<file path="src/rtl/serial_line_pkg.sv">
// Shared constants, frame layout offsets and state encoding for the serial line link.
package serial_line_pkg;

    localparam int unsigned N_FRAME        = 979;
    localparam int unsigned HS_W           = 16;
    localparam int unsigned NUM_W          = 35;
    localparam int unsigned N_NUM          = 27;
    localparam int unsigned N_PAD          = 2;
    localparam int unsigned ADDR_W         = 5;
    localparam int unsigned CNT_W          = 10;
    localparam int unsigned BIT_CYCLES_DEF = 1000;
    localparam int unsigned GAP_CYCLES_DEF = 1000;

    // Frame bit offsets (MSB of each field), bit N_FRAME-1 goes out first
    localparam int unsigned HS_INIT_MSB  = N_FRAME - 1;
    localparam int unsigned NUM0_MSB     = HS_INIT_MSB - HS_W;
    localparam int unsigned HS_FINAL_MSB = NUM0_MSB - N_NUM * NUM_W;
    localparam int unsigned PAD_MSB      = N_PAD - 1;

    // Register-file addresses of the handshake words
    localparam int unsigned ADDR_HS_INIT  = 27;
    localparam int unsigned ADDR_HS_FINAL = 28;

    typedef enum logic [1:0] {
        ST_IDLE = 2'd0,
        ST_TRIG = 2'd1,
        ST_SEND = 2'd2,
        ST_GAP  = 2'd3
    } tx_state_e;

    // MSB position of number i inside the frame
    function automatic int unsigned num_msb(input int unsigned i);
        return NUM0_MSB - i * NUM_W;
    endfunction

endpackage

</file>
<file path="src/rtl/serial_line_tx_if.sv">
// Write port, frame request and line/status outputs of the serial line transmitter.
interface serial_line_tx_if;
    import serial_line_pkg::*;

    logic              wr_en;
    logic [ADDR_W-1:0] wr_addr;
    logic [NUM_W-1:0]  wr_data;
    logic              start;
    logic              line_out;
    logic              trig_out;
    logic              busy;
    logic              done;

    modport master (
        output wr_en, wr_addr, wr_data, start,
        input  line_out, trig_out, busy, done
    );

    modport slave (
        input  wr_en, wr_addr, wr_data, start,
        output line_out, trig_out, busy, done
    );

endinterface

</file>
<file path="src/rtl/serial_bit_timer.sv">
// Slot counter with clear/enable; slot_end_c strobes on the last clock of each slot.
module serial_bit_timer #(
    parameter int unsigned CYCLES = 1000,
    parameter int unsigned CNT_W  = 10
) (
    input  logic clk_in,
    input  logic rst_n,
    input  logic clr_i,
    input  logic en_i,
    output logic slot_end_c
);

    logic [CNT_W-1:0] cnt_q;

    assign slot_end_c = en_i && (cnt_q == CNT_W'(CYCLES - 1));

    // Count enabled clocks, wrapping at the end of each slot
    always_ff @(posedge clk_in or negedge rst_n) begin
        if (!rst_n) begin
            cnt_q <= '0;
        end else if (clr_i || slot_end_c) begin
            cnt_q <= '0;
        end else if (en_i) begin
            cnt_q <= cnt_q + 1'b1;
        end
    end

endmodule

</file>
<file path="src/rtl/serial_line_tx.sv">
// Serial line transmitter: snapshots a 979-bit frame and shifts it out MSB-first.
// Optional even parity in pad bit 1 when SERIAL_LINE_TX_PARITY_EN is defined.
module serial_line_tx
    import serial_line_pkg::*;
#(
    parameter int unsigned   BIT_CYCLES = BIT_CYCLES_DEF,
    parameter int unsigned   GAP_CYCLES = GAP_CYCLES_DEF,
    parameter logic [HS_W-1:0] HS_INIT  = 16'hA5C3,
    parameter logic [HS_W-1:0] HS_FINAL = 16'h3C5A
) (
    input  logic              clk_in,
    input  logic              rst_n,
    serial_line_tx_if.slave   bus
);

    logic [NUM_W-1:0]   nums_q [N_NUM];
    logic [HS_W-1:0]    hs_init_q;
    logic [HS_W-1:0]    hs_final_q;
    logic [N_FRAME-1:0] frame_c;
    logic [N_FRAME-1:0] sh_q;
    logic [CNT_W-1:0]   idx_q;
    tx_state_e          state_q;
    logic               line_q;
    logic               trig_q;
    logic               busy_q;
    logic               done_q;
    logic               slot_end_c;
    logic               gap_end_c;

    // Register file; a write lands the cycle after the strobe
    always_ff @(posedge clk_in or negedge rst_n) begin
        if (!rst_n) begin
            for (int i = 0; i < N_NUM; i++) nums_q[i] <= '0;
            hs_init_q  <= HS_INIT;
            hs_final_q <= HS_FINAL;
        end else if (bus.wr_en) begin
            for (int i = 0; i < N_NUM; i++) begin
                if (bus.wr_addr == ADDR_W'(i)) nums_q[i] <= bus.wr_data;
            end
            if (bus.wr_addr == ADDR_W'(ADDR_HS_INIT))  hs_init_q  <= bus.wr_data[HS_W-1:0];
            if (bus.wr_addr == ADDR_W'(ADDR_HS_FINAL)) hs_final_q <= bus.wr_data[HS_W-1:0];
        end
    end

    // Frame image assembled from the current register contents
    always_comb begin
        frame_c = '0;
        frame_c[HS_INIT_MSB -: HS_W] = hs_init_q;
        for (int i = 0; i < N_NUM; i++) begin
            frame_c[num_msb(i) -: NUM_W] = nums_q[i];
        end
        frame_c[HS_FINAL_MSB -: HS_W] = hs_final_q;
`ifdef SERIAL_LINE_TX_PARITY_EN
        frame_c[PAD_MSB] = ^frame_c[N_FRAME-1:N_PAD];
`endif
    end

    serial_bit_timer #(.CYCLES(BIT_CYCLES), .CNT_W(CNT_W)) u_slot_timer (
        .clk_in     (clk_in),
        .rst_n      (rst_n),
        .clr_i      (state_q != ST_SEND),
        .en_i       (state_q == ST_SEND),
        .slot_end_c (slot_end_c)
    );

    serial_bit_timer #(.CYCLES(GAP_CYCLES), .CNT_W(CNT_W)) u_gap_timer (
        .clk_in     (clk_in),
        .rst_n      (rst_n),
        .clr_i      (state_q != ST_GAP),
        .en_i       (state_q == ST_GAP),
        .slot_end_c (gap_end_c)
    );

    // Frame sequencer: IDLE -> TRIG -> SEND (979 slots) -> GAP -> IDLE
    always_ff @(posedge clk_in or negedge rst_n) begin
        if (!rst_n) begin
            state_q <= ST_IDLE;
            sh_q    <= '0;
            idx_q   <= '0;
            line_q  <= 1'b0;
            trig_q  <= 1'b0;
            busy_q  <= 1'b0;
            done_q  <= 1'b0;
        end else begin
            trig_q <= 1'b0;
            done_q <= 1'b0;
            case (state_q)
                ST_IDLE: begin
                    line_q <= 1'b0;
                    if (bus.start) begin
                        sh_q    <= frame_c;
                        trig_q  <= 1'b1;
                        busy_q  <= 1'b1;
                        state_q <= ST_TRIG;
                    end
                end
                ST_TRIG: begin
                    line_q  <= sh_q[N_FRAME-1];
                    idx_q   <= CNT_W'(N_FRAME - 1);
                    state_q <= ST_SEND;
                end
                ST_SEND: begin
                    if (slot_end_c) begin
                        if (idx_q == '0) begin
                            line_q  <= 1'b0;
                            state_q <= ST_GAP;
                        end else begin
                            idx_q  <= idx_q - 1'b1;
                            sh_q   <= {sh_q[N_FRAME-2:0], 1'b0};
                            line_q <= sh_q[N_FRAME-2];
                        end
                    end
                end
                ST_GAP: begin
                    line_q <= 1'b0;
                    if (gap_end_c) begin
                        done_q  <= 1'b1;
                        busy_q  <= 1'b0;
                        state_q <= ST_IDLE;
                    end
                end
                default: state_q <= ST_IDLE;
            endcase
        end
    end

    assign bus.line_out = line_q;
    assign bus.trig_out = trig_q;
    assign bus.busy     = busy_q;
    assign bus.done     = done_q;

endmodule
</file>
<file path="src/flat_wrapper.sv">
// flat-port wrapper written by rule: the top's interface ports become plain ports
module serial_line_tx_flat import serial_line_pkg::*;
#(
    parameter int unsigned   BIT_CYCLES = BIT_CYCLES_DEF,
    parameter int unsigned   GAP_CYCLES = GAP_CYCLES_DEF,
    parameter logic [HS_W-1:0] HS_INIT  = 16'hA5C3,
    parameter logic [HS_W-1:0] HS_FINAL = 16'h3C5A
)
  (clk_in, rst_n, bus_wr_en, bus_wr_addr, bus_wr_data, bus_start, bus_line_out, bus_trig_out, bus_busy, bus_done);
  serial_line_tx_if bus_i ();
  input  logic clk_in;
  input  logic rst_n;
  input wire logic [$bits(bus_i.wr_en)-1:0] bus_wr_en;
  input wire logic [$bits(bus_i.wr_addr)-1:0] bus_wr_addr;
  input wire logic [$bits(bus_i.wr_data)-1:0] bus_wr_data;
  input wire logic [$bits(bus_i.start)-1:0] bus_start;
  output wire logic [$bits(bus_i.line_out)-1:0] bus_line_out;
  output wire logic [$bits(bus_i.trig_out)-1:0] bus_trig_out;
  output wire logic [$bits(bus_i.busy)-1:0] bus_busy;
  output wire logic [$bits(bus_i.done)-1:0] bus_done;
  assign bus_i.wr_en = bus_wr_en;
  assign bus_i.wr_addr = bus_wr_addr;
  assign bus_i.wr_data = bus_wr_data;
  assign bus_i.start = bus_start;
  assign bus_line_out = bus_i.line_out;
  assign bus_trig_out = bus_i.trig_out;
  assign bus_busy = bus_i.busy;
  assign bus_done = bus_i.done;
  serial_line_tx #(.BIT_CYCLES(BIT_CYCLES), .GAP_CYCLES(GAP_CYCLES), .HS_INIT(HS_INIT), .HS_FINAL(HS_FINAL)) u_core (.clk_in(clk_in), .rst_n(rst_n), .bus(bus_i));
endmodule
</file>
<file path="config.mk">
export PLATFORM = sky130hd
export DESIGN_NAME = serial_line_tx_flat
export DESIGN_NICKNAME = d
export VERILOG_FILES = /design/src/rtl/serial_line_pkg.sv /design/src/rtl/serial_line_tx_if.sv /design/src/rtl/serial_bit_timer.sv /design/src/rtl/serial_line_tx.sv /design/src/flat_wrapper.sv
export SDC_FILE = /design/constraint.sdc
export NUM_CORES = 2
export LEC_CHECK = 0
export ABC_AREA = 1
export CORE_MARGIN = 3
export CORE_UTILIZATION = 63
export CTS_CLUSTER_SIZE = 30
export DETAILED_ROUTE_END_ITERATION = 8
export GPL_TIMING_DRIVEN = 0
export MAX_ROUTING_LAYER = met4
export PLACE_DENSITY = 0.81
export SYNTH_ARGS = -nofsm -noshare
export SYNTH_HDL_FRONTEND = slang
export SYNTH_SLANG_ARGS = --single-unit
</file>
<file path="constraint.sdc">
create_clock -name clk_in -period 2.6 [get_ports clk_in]
set_input_delay 0.52 -clock clk_in [delete_from_list [all_inputs] [get_ports clk_in]]
set_output_delay 0.52 -clock clk_in [all_outputs]
set_load 0.005 [all_outputs]
</file>
==> results.tsv <==
metric	value	unit
cell with the most instances after synthesis	nand2_1	
HPWL Detailed	151000	µm
Ys Warns	0	
status	finished with violations	
average wire per standard cell	18.8	µm
Port Buffers	46	
die height	377	µm
Gate Count Post-Synth	10900	
leading post-synthesis cells by cell area	dfrtp_1, nand2_1, nand3_1	
worst min path class	input port to asynchronous set/reset pin	
Setup Skew	0.0290	ns
Post-synth EDFFs	0	
Syn Nets	11000	
post-layout min period	2.74	ns
synthesized cell area	86700	µm²
failing checks	capacitance limit, slew limit, setup timing	
Seq/Total Area, Yosys	57.5	%
first-pass GRT wire length	389000	µm
Critical Path Fanout Max	10	
Synth Area in Simple Gates	32.0	%
final WL	247000	µm
Synth Area in Adders	0.144	%
Power Dens Cells	1180	nW/µm²
Slew HR	-6.12	%
Starting Density	63.7	%
vias per cell	5.79	
CTS tree	yes	
fraction of the mapped netlist area in compound gates	5.79	%
Synth top cells by count	nand2_1, dfrtp_1, nand3_1	
Layout Nets	11300	
total CTS buffers	195	
post-synth top area share	57.0	%
DRT iter0 DRCs	9550	
R2R depth	13	
Crit Path Class	input port to flip-flop	
Async SR Flop Fraction	100	%
DRC Markers	0	
critical path launch point type	input port	
largest area contributor in the netlist	dfrtp_1	
DR vias	76300	
Register Area	49800	µm²
initial antenna violation count	31	
Max VDD drop	0.000952	V
Clock Sinks	1990	
clock root cell	clkbuf_16	
Post-Syn Area per Cell	7.92	µm²
Die W	377	µm
Clock Latency Late Sink	0.84	ns
Top FF cell, synth	dfrtp_1	
mux contribution to synthesized area	0	%
f_max	365	MHz
unrepaired setup endpoints after global routing	true	
Netlist cell types	28	
IO Pins	48	
Arr. time, crit path	3.36	ns
fill cell count	10100	
GRT Total Usage	35.9	%
area delta synth->final	12.4	%
Overflow after GRT	0	
Max-Cap Viols	9	
final setup fails	30	
die area	142000	µm²
measured slew at the worst slew-check pin	1.59	ns
H-tree Lvls	4	
Final WS setup	-0.138	ns
final hold violations	0	
Final GP Congestion	0.891	
clk buf depth	3	
largest family of logic cells by synthesized area	simple AND/OR/NAND/NOR gates	
row count	135	
share of cells above drive strength 1	7.92	%
multi-input logic area	33000	µm²
Routed Antenna Nets	0	
core area	136000	µm²
pin count of the biggest net entering global routing	193	
Synth Register Bits	1990	
vias in the first global route	71400	
Synth Area in XOR/XNOR	0.0909	%
fin. max-slew vios	89	
first-pass iteration count of the detailed router	6	
worst slack, placed	-1.09	ns
CP required	3.23	ns
reg-to-reg slack, setup	0.04	ns
Hold WS	0.192	ns
static leakage	0.0528	µW
Final period util	105	%
Setup crit end kind	flip-flop	
clk slew on worst S/H paths	0.06	ns
## placed cells by master, fill, tap and decap left out, types with 56 or more instances in the layout
cell type and instances:
dfrtp_1 1974, clkbuf_16 205, o21ai_1 120, nor2_1 56
clkbuf_1 346, buf_2 186, inv_1 68, nand2_1 5955
clkbuf_2 221, o21ai_0 867, nand3_1 997
## final cells by class
class / instances / share of cell area (%)
flip-flops and latches: 1990 / 51.1
multi-input cells: 8056 / 33.9
clock buffers: 273 / 5.94
plain buffers: 829 / 4.25
well taps: 1781 / 2.29
clock inverters: 92 / 1.09
repair buffers: 72 / 1.09
inverters: 71 / 0.274
diodes: 22 / 0.0565
## state kept, by name (all words and copies together) (netlist names)
| signal | cells |
|---|---|
| u_core.bus.busy | 1 |
| u_core.bus.done | 1 |
| u_core.bus.line_out | 1 |
| u_core.bus.trig_out | 1 |
| u_core.frame_c | 945 |
| u_core.hs_final_q | 16 |
| u_core.hs_init_q | 16 |
| u_core.idx_q | 10 |
| u_core.sh_q | 977 |
| u_core.state_q | 2 |
| u_core.u_gap_timer.cnt_q | 10 |
| u_core.u_slot_timer.cnt_q | 10 |
## critical path: stages
cell and delay, ns:
clkdlybuf4s50_1 0.41, inv_1 0.14, clkbuf_1 0.99, clkbuf_1 0.98
o21ai_0 0.28
## worst paths after layout
check / from / to
setup / recovery: bus_wr_data[2] / u_core.frame_c[265]
hold / removal: rst_n / u_core.bus.trig_out
setup reg to reg: u_core.state_q[1] / u_core.sh_q[440]
hold reg to reg: u_core.sh_q[564] / u_core.sh_q[564]
max in group asynchronous: rst_n / u_core.frame_c[547]
min in group clk_in: bus_start / u_core.bus.trig_out
## what timing repair did
action,4_1_cts,5_1_grt
buffers inserted,4,0
hold buffers,1,0
hold endpoints to repair,146,0
resized for setup,138,299
gates cloned,0,4
setup endpoints to repair,1023,1425
pin swaps,1,0
## through the flow
stage / instance area, µm² / setup TNS, ns / utilization, % / cells / power (µW)
detailed placement: 89800 / -1169.74 / 66.0 / 12800 / 82800
CTS: 96900 / 0 / 71.3 / 13200 / 113000
global placement: 89400 / - / 65.7 / 12800 / 81100
floorplan: 86700 / 0 / - / 10900 / 70900
finish: 97400 / -1.32 / 71.6 / 13200 / 115000
global route: 97400 / -0.767 / 71.6 / 13200 / 122000
## routing by layer
metal	vias to the layer above	wire [µm]	global-route usage, %
met4	0	12400	16.6
met1	36900	98600	47.5
li1	35000	-	-
met5	-	0	-
met2	3593	111000	53.3
met3	734	25000	8.29
## kinds of logic (layout without fill, tap and decap cells)
group / Yosys count / count (layout)
compound gates: 1001 / 1001
other cells: 0 / 22
buf+inv: 901 / 1337
simple gates: 7036 / 7036
flops: 1990 / 1990
fa+ha+maj: 10 / 10
xor+xnor: 9 / 9
## power by group
part	leakage (µW)	internal (µW)	switching (µW)
clock	0.00338	17500	12400
combinational	0.0234	12800	28800
sequential	0.0260	38900	4310
(Power assumes the default switching activity.)
